### config.mk
export PLATFORM = sky130hd
export DESIGN_NAME = div_op_sequencer
export DESIGN_NICKNAME = d
export VERILOG_FILES = /design/src/rtl/div_pkg.sv /design/src/rtl/op_fifo.sv /design/src/rtl/div_op_sequencer.sv
export SDC_FILE = /design/constraint.sdc
export NUM_CORES = 1
export LEC_CHECK = 0
export CAP_MARGIN = 15
export CORE_ASPECT_RATIO = 1.75
export CORE_UTILIZATION = 40
export DETAILED_ROUTE_END_ITERATION = 12
export PLACE_DENSITY = 0.69
export SYNTH_ARGS = -nofsm -noshare
export SYNTH_HDL_FRONTEND = slang
export SYNTH_SLANG_ARGS = --single-unit
### constraint.sdc
create_clock -name clk -period 4.6 [get_ports clk]
set_input_delay 1.15 -clock clk [delete_from_list [all_inputs] [get_ports clk]]
set_output_delay 1.15 -clock clk [all_outputs]
set_load 0.02 [all_outputs]
### src/rtl/div_pkg.sv
// rtl/div_pkg.sv - shared state encoding, error bit indices and default widths for the divider sequencer
package div_pkg;

   localparam int NW_DEFAULT = 16;
   localparam int DW_DEFAULT = 8;

   typedef enum logic [1:0] {
      IDLE  = 2'd0,
      ISSUE = 2'd1,
      WAIT  = 2'd2,
      HOLD  = 2'd3
   } seq_state_t;

   localparam int ERR_OV  = 0;
   localparam int ERR_DBZ = 1;
   localparam int ERR_TO  = 2;

endpackage

### src/rtl/op_fifo.sv
// rtl/op_fifo.sv - operand FIFO, show-ahead read, pushes refused when full, pops refused when empty
module op_fifo #(
   parameter int WIDTH = 24,
   parameter int DEPTH = 4
) (
   input  logic             clk,
   input  logic             rst,
   input  logic             push,
   input  logic [WIDTH-1:0] wdata,
   input  logic             pop,
   output logic [WIDTH-1:0] rdata,
   output logic             full,
   output logic             empty
);

   localparam int AW = $clog2(DEPTH);

   logic [WIDTH-1:0] mem [DEPTH];
   logic [AW-1:0]    wptr;
   logic [AW-1:0]    rptr;
   logic [AW:0]      count;
   logic             do_push;
   logic             do_pop;

   assign full    = (count == (AW+1)'(DEPTH));
   assign empty   = (count == '0);
   assign do_push = push && !full;
   assign do_pop  = pop && !empty;
   assign rdata   = mem[rptr];

   // Pointers are AW bits wide, so DEPTH being a power of two gives the wrap for free.
   always_ff @(posedge clk or negedge rst) begin
      if (!rst) begin
         wptr  <= '0;
         rptr  <= '0;
         count <= '0;
      end else begin
         if (do_push) wptr <= wptr + 1'b1;
         if (do_pop)  rptr <= rptr + 1'b1;
         case ({do_push, do_pop})
            2'b10:   count <= count + 1'b1;
            2'b01:   count <= count - 1'b1;
            default: count <= count;
         endcase
      end
   end

   always_ff @(posedge clk) begin
      if (do_push) mem[wptr] <= wdata;
   end

endmodule

### src/rtl/div_op_sequencer.sv
// rtl/div_op_sequencer.sv - queues operand pairs, drives the divider one op at a time, holds each result for the consumer
module div_op_sequencer
   import div_pkg::*;
#(
   parameter int NW      = NW_DEFAULT,
   parameter int DW      = DW_DEFAULT,
   parameter int DEPTH   = 4,
   parameter int TIMEOUT = 64
) (
   input  logic          clk,
   input  logic          rst,
   input  logic          in_valid,
   output logic          in_ready,
   input  logic [NW-1:0] in_dividend,
   input  logic [DW-1:0] in_divisor,
   output logic          div_start,
   output logic [NW-1:0] div_dividend,
   output logic [DW-1:0] div_divisor,
   input  logic          div_done,
   input  logic [DW-1:0] div_quot,
   input  logic [DW-1:0] div_rem,
   input  logic          div_ov,
   input  logic          div_dbz,
   output logic          res_valid,
   input  logic          res_ready,
   output logic [DW-1:0] res_quot,
   output logic [DW-1:0] res_rem,
   output logic [2:0]    res_err,
   output logic          busy
);

   localparam int CW = $clog2(TIMEOUT + 1);

   seq_state_t         state;
   seq_state_t         state_nxt;
   logic               fifo_full;
   logic               fifo_empty;
   logic               push;
   logic               pop;
   logic [NW+DW-1:0]   fifo_rdata;
   logic [CW-1:0]      wait_cnt;
   logic               timeout_hit;
   logic [2:0]         done_err;
   logic [2:0]         to_err;

   assign in_ready    = !fifo_full;
   assign push        = in_valid && !fifo_full;
   // Pop only when the FSM is about to enter ISSUE, so the popped pair lands in the operand registers.
   assign pop         = !fifo_empty && ((state == IDLE) || (state == HOLD && res_ready));
   assign timeout_hit = (wait_cnt == CW'(TIMEOUT - 1));

   op_fifo #(
      .WIDTH (NW + DW),
      .DEPTH (DEPTH)
   ) u_op_fifo (
      .clk   (clk),
      .rst   (rst),
      .push  (push),
      .wdata ({in_dividend, in_divisor}),
      .pop   (pop),
      .rdata (fifo_rdata),
      .full  (fifo_full),
      .empty (fifo_empty)
   );

   always_ff @(posedge clk or negedge rst) begin
      if (!rst) state <= IDLE;
      else      state <= state_nxt;
   end

   always_comb begin
      state_nxt = state;
      case (state)
         IDLE:    if (!fifo_empty) state_nxt = ISSUE;
         ISSUE:   state_nxt = WAIT;
         WAIT:    if (div_done || timeout_hit) state_nxt = HOLD;
         HOLD:    if (res_ready) state_nxt = fifo_empty ? IDLE : ISSUE;
         default: state_nxt = IDLE;
      endcase
   end

   always_comb begin
      div_start = (state == ISSUE);
      busy      = (state != IDLE) || !fifo_empty;
   end

   always_comb begin
      done_err          = '0;
      done_err[ERR_OV]  = div_ov;
      done_err[ERR_DBZ] = div_dbz;
      to_err            = '0;
      to_err[ERR_TO]    = 1'b1;
   end

   always_ff @(posedge clk or negedge rst) begin
      if (!rst) begin
         div_dividend <= '0;
         div_divisor  <= '0;
      end else if (pop) begin
         {div_dividend, div_divisor} <= fifo_rdata;
      end
   end

   // Watchdog: cleared on the start pulse, counts every WAIT cycle.
   always_ff @(posedge clk or negedge rst) begin
      if (!rst)                wait_cnt <= '0;
      else if (state == ISSUE) wait_cnt <= '0;
      else if (state == WAIT)  wait_cnt <= wait_cnt + 1'b1;
   end

   // A done pulse outside WAIT never reaches these registers.
   always_ff @(posedge clk or negedge rst) begin
      if (!rst) begin
         res_valid <= 1'b0;
         res_quot  <= '0;
         res_rem   <= '0;
         res_err   <= '0;
      end else if (state == WAIT && div_done) begin
         res_valid <= 1'b1;
         res_quot  <= div_quot;
         res_rem   <= div_rem;
         res_err   <= done_err;
      end else if (state == WAIT && timeout_hit) begin
         res_valid <= 1'b1;
         res_quot  <= '0;
         res_rem   <= '0;
         res_err   <= to_err;
      end else if (state == HOLD && res_ready) begin
         res_valid <= 1'b0;
      end
   end

endmodule

=== Yosys cells after proc, flatten, opt, wreduce, memory -nomap -nowiden ===
Memory sizes are Yosys's and may differ from the RTL's. A register that Yosys moved wholly into a read port is not among the register bits.
Cells that the tools add are included.

* $add $sub $neg: 5
* Mux-type cells: 18
* Reduce and logical (&&, ||, !) cells: 21
* Eq/ne operators: 10

{| class="wikitable"
|+ Operators with widths
! kind !! count
|-
| $mux 8 || 3
|-
| $mux 7 || 2
|-
| $pmux 2 s4 || 1
|-
| $reduce_bool 2->1 || 4
|-
| $add 7x1->7 const B || 1
|-
| $eq 7x6->1 const B || 1
|-
| $logic_and 1x1->1 || 7
|-
| $eq 2x2->1 const B || 3
|-
| $mux 1 || 6
|-
| $mux 2 || 3
|-
| $mux 3 || 2
|-
| $ne 2x2->1 const B || 3
|-
| $pmux 3 s2 || 1
|-
| $add 2x1->2 const B || 2
|-
| $eq 2x1->1 const B || 2
|-
| $add 3x1->3 const B || 1
|-
| $eq 3x3->1 const B || 1
|-
| $logic_not 1->1 || 3
|-
| $logic_not 3->1 || 1
|-
| $logic_or 1x1->1 || 3
|-
| $reduce_and 3->1 || 1
|-
| $reduce_bool 3->1 || 1
|-
| $sub 3x1->3 const B || 1
|-
| $logic_not 2->1 || 1
|}

* Memories: 1
* Bits in registers: 36
* Bits of input ports: 47
* RAM bits: 96

{| class="wikitable"
|+ Memory list
! name !! depth !! bits a word !! rd ports !! clocked after memory_dff !! write ports !! RTL line !! RTL
|-
| u_op_fifo.mem || 4 || 24 || 1 || 1 || 1 || op_fifo.sv:18 || <nowiki>logic [WIDTH-1:0] mem [DEPTH];</nowiki>
|}

=== Logic depth before layout (Yosys ltp) ===
* Depth in word-level cells: 7
* Mapped depth: 11
* Gate-level depth less buffers: 10

=== Modules after synthesis ===
Synthesis repeated with hierarchy kept, for this count alone.

* Cells, all modules: 321
* Area, all modules: 6,067.1 um2

{| class="wikitable"
|+ By module, submodules not included
! module !! cells each !! area an instance (um2) !! seq. area each (um2) !! instances
|-
| op_fifo || 164 || 3,891.2 || 3,057.9 || 1
|-
| div_op_sequencer || 157 || 2,175.8 || 1,326.3 || 1
|}

=== Least setup slack after synthesis ===
Ideal clock, no wire load.

* Path type: input port to flip-flop
* Start point: in res_ready
* End point: reg u_op_fifo.count[2]
* Stages on the path: 9
* Data required time: 4.521 ns
* Path buffers: 1
* Slack: 1.863 ns
* Data arrival time: 2.658 ns
* Cell sequence: a21oi_1 -> nor2_4 -> buf_4 -> ha_1 -> inv_1 -> fa_1 -> xor2_1 -> nor2_1 -> xor2_1

* Longest elaborated chain between the ends: 6
* Elaborated cells between the ends (all ways): 8
* Those cells by class: eq/ne (2); mux (1); reduce/logical (5)

{| class="wikitable"
|+ Ends and longest elaborated chain
! item !! RTL line !! RTL
|-
| start, declared || div_op_sequencer.sv:25 || <nowiki>input logic res_ready,</nowiki>
|-
| $logic_and 1x1->1 * || div_op_sequencer.sv:49 || <nowiki>assign pop = !fifo_empty && ((state == IDLE) || (state == HOLD && res_ready));</nowiki>
|-
| $logic_or 1x1->1 * || div_op_sequencer.sv:49 ||
|-
| $logic_and 1x1->1 * || div_op_sequencer.sv:49 ||
|-
| via pop || div_op_sequencer.sv:39 || <nowiki>logic pop;</nowiki>
|-
| $logic_and 1x1->1 * || op_fifo.sv:28 || <nowiki>assign do_pop = pop && !empty;</nowiki>
|-
| $eq 2x1->1 or $eq 2x2->1 (tied branches) || op_fifo.sv:40 || <nowiki>case ({do_push, do_pop})</nowiki>
|-
| $pmux 3 s2 or $reduce_bool 2->1 (tied branches) || n/a ||
|-
| end signal, assigned || op_fifo.sv:41 || <nowiki>2'b10: count <= count + 1'b1;</nowiki>
|-
| end signal, assigned || op_fifo.sv:42 || <nowiki>2'b01: count <= count - 1'b1;</nowiki>
|-
| end signal, assigned || op_fifo.sv:43 || <nowiki>default: count <= count;</nowiki>
|-
| end, declared || op_fifo.sv:21 || <nowiki>logic [AW:0] count;</nowiki>
|}

Mark *: on every way through the listed nets, which the timed path passes. The rest lies on a longest branch.
A chain may end at the register's enable or synchronous reset.

=== Worst setup path in the final report ===
* Start point: reg state[1]
* End point: out div_start

* Longest elaborated chain between the ends: 1

{| class="wikitable"
|+ Ends and longest elaborated chain
! item !! RTL line !! RTL
|-
| start, declared || div_op_sequencer.sv:34 || <nowiki>seq_state_t state;</nowiki>
|-
| start signal, assigned || div_op_sequencer.sv:68 || <nowiki>else state <= state_nxt;</nowiki>
|-
| $eq 2x1->1 || div_op_sequencer.sv:83 || <nowiki>div_start = (state == ISSUE);</nowiki>
|-
| end, declared || div_op_sequencer.sv:16 || <nowiki>output logic div_start,</nowiki>
|}

Every way passes these cells.

==> results.txt <==
The flow ran to the end, and the final reports show no timing, DRC or antenna violations. The share of the synthesized area in the top cell type is 46.9%. Signal routing reaches up to met4. The placement row count is 59.

Among cell families on the critical path, the largest total delay comes from buffers and inverters. The path category of the worst min-delay check is flop to flop. The largest fanout on the critical path is 8. Global routing used 15.1% of the available tracks across all layers.

The combined buffer and inverter count along the critical path came out at 2. The number of global-route vias before repair came to 3443. In this run the static leakage power is 2.99 nW.

By instance count, the leading cell after synthesis is sky130_fd_sc_hd__edfxtp_1. During synthesis, Yosys emitted a total of 0 warnings. The critical path is of the flop to output pin type. The H-tree depth came out at 4. The delay contributed by the slowest stage of the critical path is 0.67 ns.

The number of optimization iterations in the first detailed-route pass came out at 4. Among all stages on the critical path, the largest delay is contributed by sky130_fd_sc_hd__clkdlybuf4s50_1. Synthesis produced a netlist with a net count of 378. The transition at the pin with the smallest max-transition slack is 0.888 ns. The sum of negative setup slack is 0 ns. The number of setup buffers added after CTS came out at 0. STA classifies the critical path startpoint as a flop.

The number of max-slew violations in the final report came out at 0. The share of flip-flops with an asynchronous set or reset after synthesis came out at 38.5%. The detailed-route vias per instance came out at 5.06. sky130_fd_sc_hd__edfxtp_1 takes more of the synthesized area than any other cell. The clock slew seen by the registers of the worst setup and hold paths came out at 0.07 ns. The post-synthesis average cell area came out at 19.3 um^2. The gate count after technology mapping is 319.

The number of buffers inserted by port buffering is 93. STA puts the critical path data arrival time at 1.96 ns. The routed design has 11100 um of wire.

Between clock sinks in the finished design, the worst skew comes to 0.0108 ns. The number of buffers created by CTS is 17. Counting flops with a built-in enable in the synthesized netlist gives 96. The final hold violation count is 0.

The startpoint of the most critical setup path is state[1]$_DFFE_PN0P_. The sum of routed wire segments on met1 is 4170 um. 0 antenna diodes ended up in the layout. The fraction of layout instances using a drive strength above 1 came out at 20.5%. The worst path needs 3.11 ns of the cycle, external delays included. Setup repair after global routing left no endpoint under its margin. The detailed-route DRC error count came out at 0. Compared with the post-synthesis result, the final layout area differs by 27.4%.

At the end of routability-driven placement, the weighted congestion stood at 0.697. The chip height is 166 um. The worst hold path begins at res_valid$_DFFE_PN0P_. The achievable clock frequency came out at 321 MHz. Entering global routing, the biggest net connects 34 pins.

The worst hold margin is 0.491 ns. The global-route wire length before repair came out at 17600 um. The clock root buffer is sky130_fd_sc_hd__clkbuf_16. The synthesized design contains 156 register bits. The summed instance area of the synthesized netlist came out at 6150 um^2. The critical path goes through inv_1 > ha_1 > clkdlybuf4s50_1. The portion of the post-synthesis area used by sequential elements is 71.3%.

The TritonCTS clock tree is done. The post-route fraction of the period consumed by the critical path came out at 67.6%. The remaining antenna violation count after routing is 0. The die area came out at 15900 um^2. The worst voltage drop across the vdd grid came out at 0.293 mV. STA classifies the critical path endpoint as an output pin. The count of routing violations after the opening detailed-route iteration is 115. Dividing total power by cell area gives a power density of 707 nW/um^2. By area the synthesized netlist is led by sky130_fd_sc_hd__edfxtp_1, sky130_fd_sc_hd__dfrtp_1, sky130_fd_sc_hd__mux4_2. The initial antenna violation count came out at 0.

Max-cap violations in this run came to 0. The worst register-to-register path begins at u_op_fifo.count[0]$_DFFE_PN0P_. In this run, post-CTS hold repair placed 0 buffers.

Measured against its own limit, the worst slew margin works out to 40.8%. The total power consumption of the routed design is 5.54 mW. The longest clock path from root to sink contains 2 buffers. The critical path required time came out at 3.45 ns.

The wire length on met2 came out at 6160 um. Ranked by instance count, the synthesized netlist is headed by sky130_fd_sc_hd__edfxtp_1, sky130_fd_sc_hd__dfrtp_1, sky130_fd_sc_hd__a22o_1. The number of distinct library cells after synthesis is 40.

After detailed routing, the met3 layer carries 660 um of wire. After detailed routing, the average wire length per cell comes to 17.9 um. The core region is 14900 um^2. The total global routing overflow is 0. The net count reported at finish is 486. The final cell utilization of the core came out at 52.6%. The clock sink total came out at 156. Once the floorplan was initialized, standard cells occupied 41.2% of the core. For the worst-skew pair, the clock arrives at the later sink with an insertion delay of 0.42 ns.

The number of gates resized after CTS came out at 0. The final count of negative-setup-slack endpoints came out at 0. The most used flip-flop cell after synthesis is sky130_fd_sc_hd__edfxtp_1.

The HPWL after detailed placement came out at 7200 um. The number of primary I/O pins is 94. The total number of vias is 3154.

The die extent in x is 95.7 um.
-- per-stage QoR --
step | instance area [um^2] | worst slack (ns) | std cells
finish | 7840 | 1.49 | 623
global route | 7840 | 1.37 | 623
floorplan | 6150 | 1.86 | 319
global placement | 7260 | 1.63 | 590
detailed placement | 7260 | 1.55 | 590
CTS | 7810 | 1.48 | 622
-- logic make-up after synthesis --
| kind of cell | share of synthesized area [%] |
|---|---|
| AND/OR/NAND/NOR | 3.09 |
| adder cells (fa/ha/maj) | 2.56 |
| flip-flops | 71.3 |
| multiplexers | 15.3 |
| XOR/XNOR | 0.855 |
| buffers and inverters | 2.20 |
| AO/OA/AOI/OAI | 4.70 |
-- worst min-delay path, delay by kind of cell (launching register included) --
kind	cells	cell delay (ns)
DFF	1	0.35
and+or+nand+nor	2	0.10
-- routing by layer --
metal,up-vias,global-route usage [%]
li1,1458,-
met1,1584,16.3
met2,95,27.1
met3,17,4.21
met4,0,5.78
met5,-,0
-- path summary, 6_finish.rpt --
| path | endpoint | slack, ns | cells past startpoint |
|---|---|---|---|
| min in group asynchronous | u_op_fifo.count[2]$_DFFE_PN0P_ | 0.82 | 1 |
| worst max register to register | u_op_fifo.count[2]$_DFFE_PN0P_ | 2.44 | 10 |
| max in group asynchronous | res_err[1]$_DFFE_PN0P_ | 2.91 | 2 |
| worst min register to register | res_valid$_DFFE_PN0P_ | 0.49 | 2 |
| worst min-delay path | res_valid$_DFFE_PN0P_ | 0.49 | 2 |
| worst max-delay path | div_start | 1.49 | 3 |
-- cells in the final DEF, fill, tap and decap left out, types with 9 or more instances in the layout --
| cell | instances |
|---|---|
| sky130_fd_sc_hd__edfxtp_1 | 96 |
| sky130_fd_sc_hd__dfrtp_1 | 59 |
| sky130_fd_sc_hd__clkdlybuf4s50_1 | 92 |
| sky130_fd_sc_hd__mux2_4 | 18 |
| sky130_fd_sc_hd__nand2_1 | 9 |
| sky130_fd_sc_hd__mux4_2 | 18 |
| sky130_fd_sc_hd__clkbuf_16 | 17 |
| sky130_fd_sc_hd__inv_1 | 11 |
| sky130_fd_sc_hd__ha_1 | 11 |
| sky130_fd_sc_hd__a22o_1 | 19 |
-- final cells by class --
| type | instances | area (um^2) |
|---|---|---|
| inverter | 11 | 41.3 |
| multi-input combinational | 141 | 1630 |
| timing repair buffer | 100 | 998 |
| fill | 1183 | 7070 |
| tap | 183 | 229 |
| clock buffer | 17 | 425 |
| sequential | 156 | 4390 |
| clock inverter | 15 | 126 |
-- state kept, by name, summed over array words and instances, names as in the netlist --
name,count
state,2
res_valid,1
u_op_fifo.rptr,2
res_quot,8
u_op_fifo.wptr,2
res_rem,8
u_op_fifo.mem,96
wait_cnt,7
div_dividend,16
div_divisor,8
u_op_fifo.count,3
res_err,3
-- power by group --
part / total, mW / switching (mW) / internal, mW
clock: 1.28 / 0.577 / 0.708
sequential: 2.23 / 0.285 / 1.94
combinational: 2.03 / 0.929 / 1.10
(Power assumes the default switching activity.)
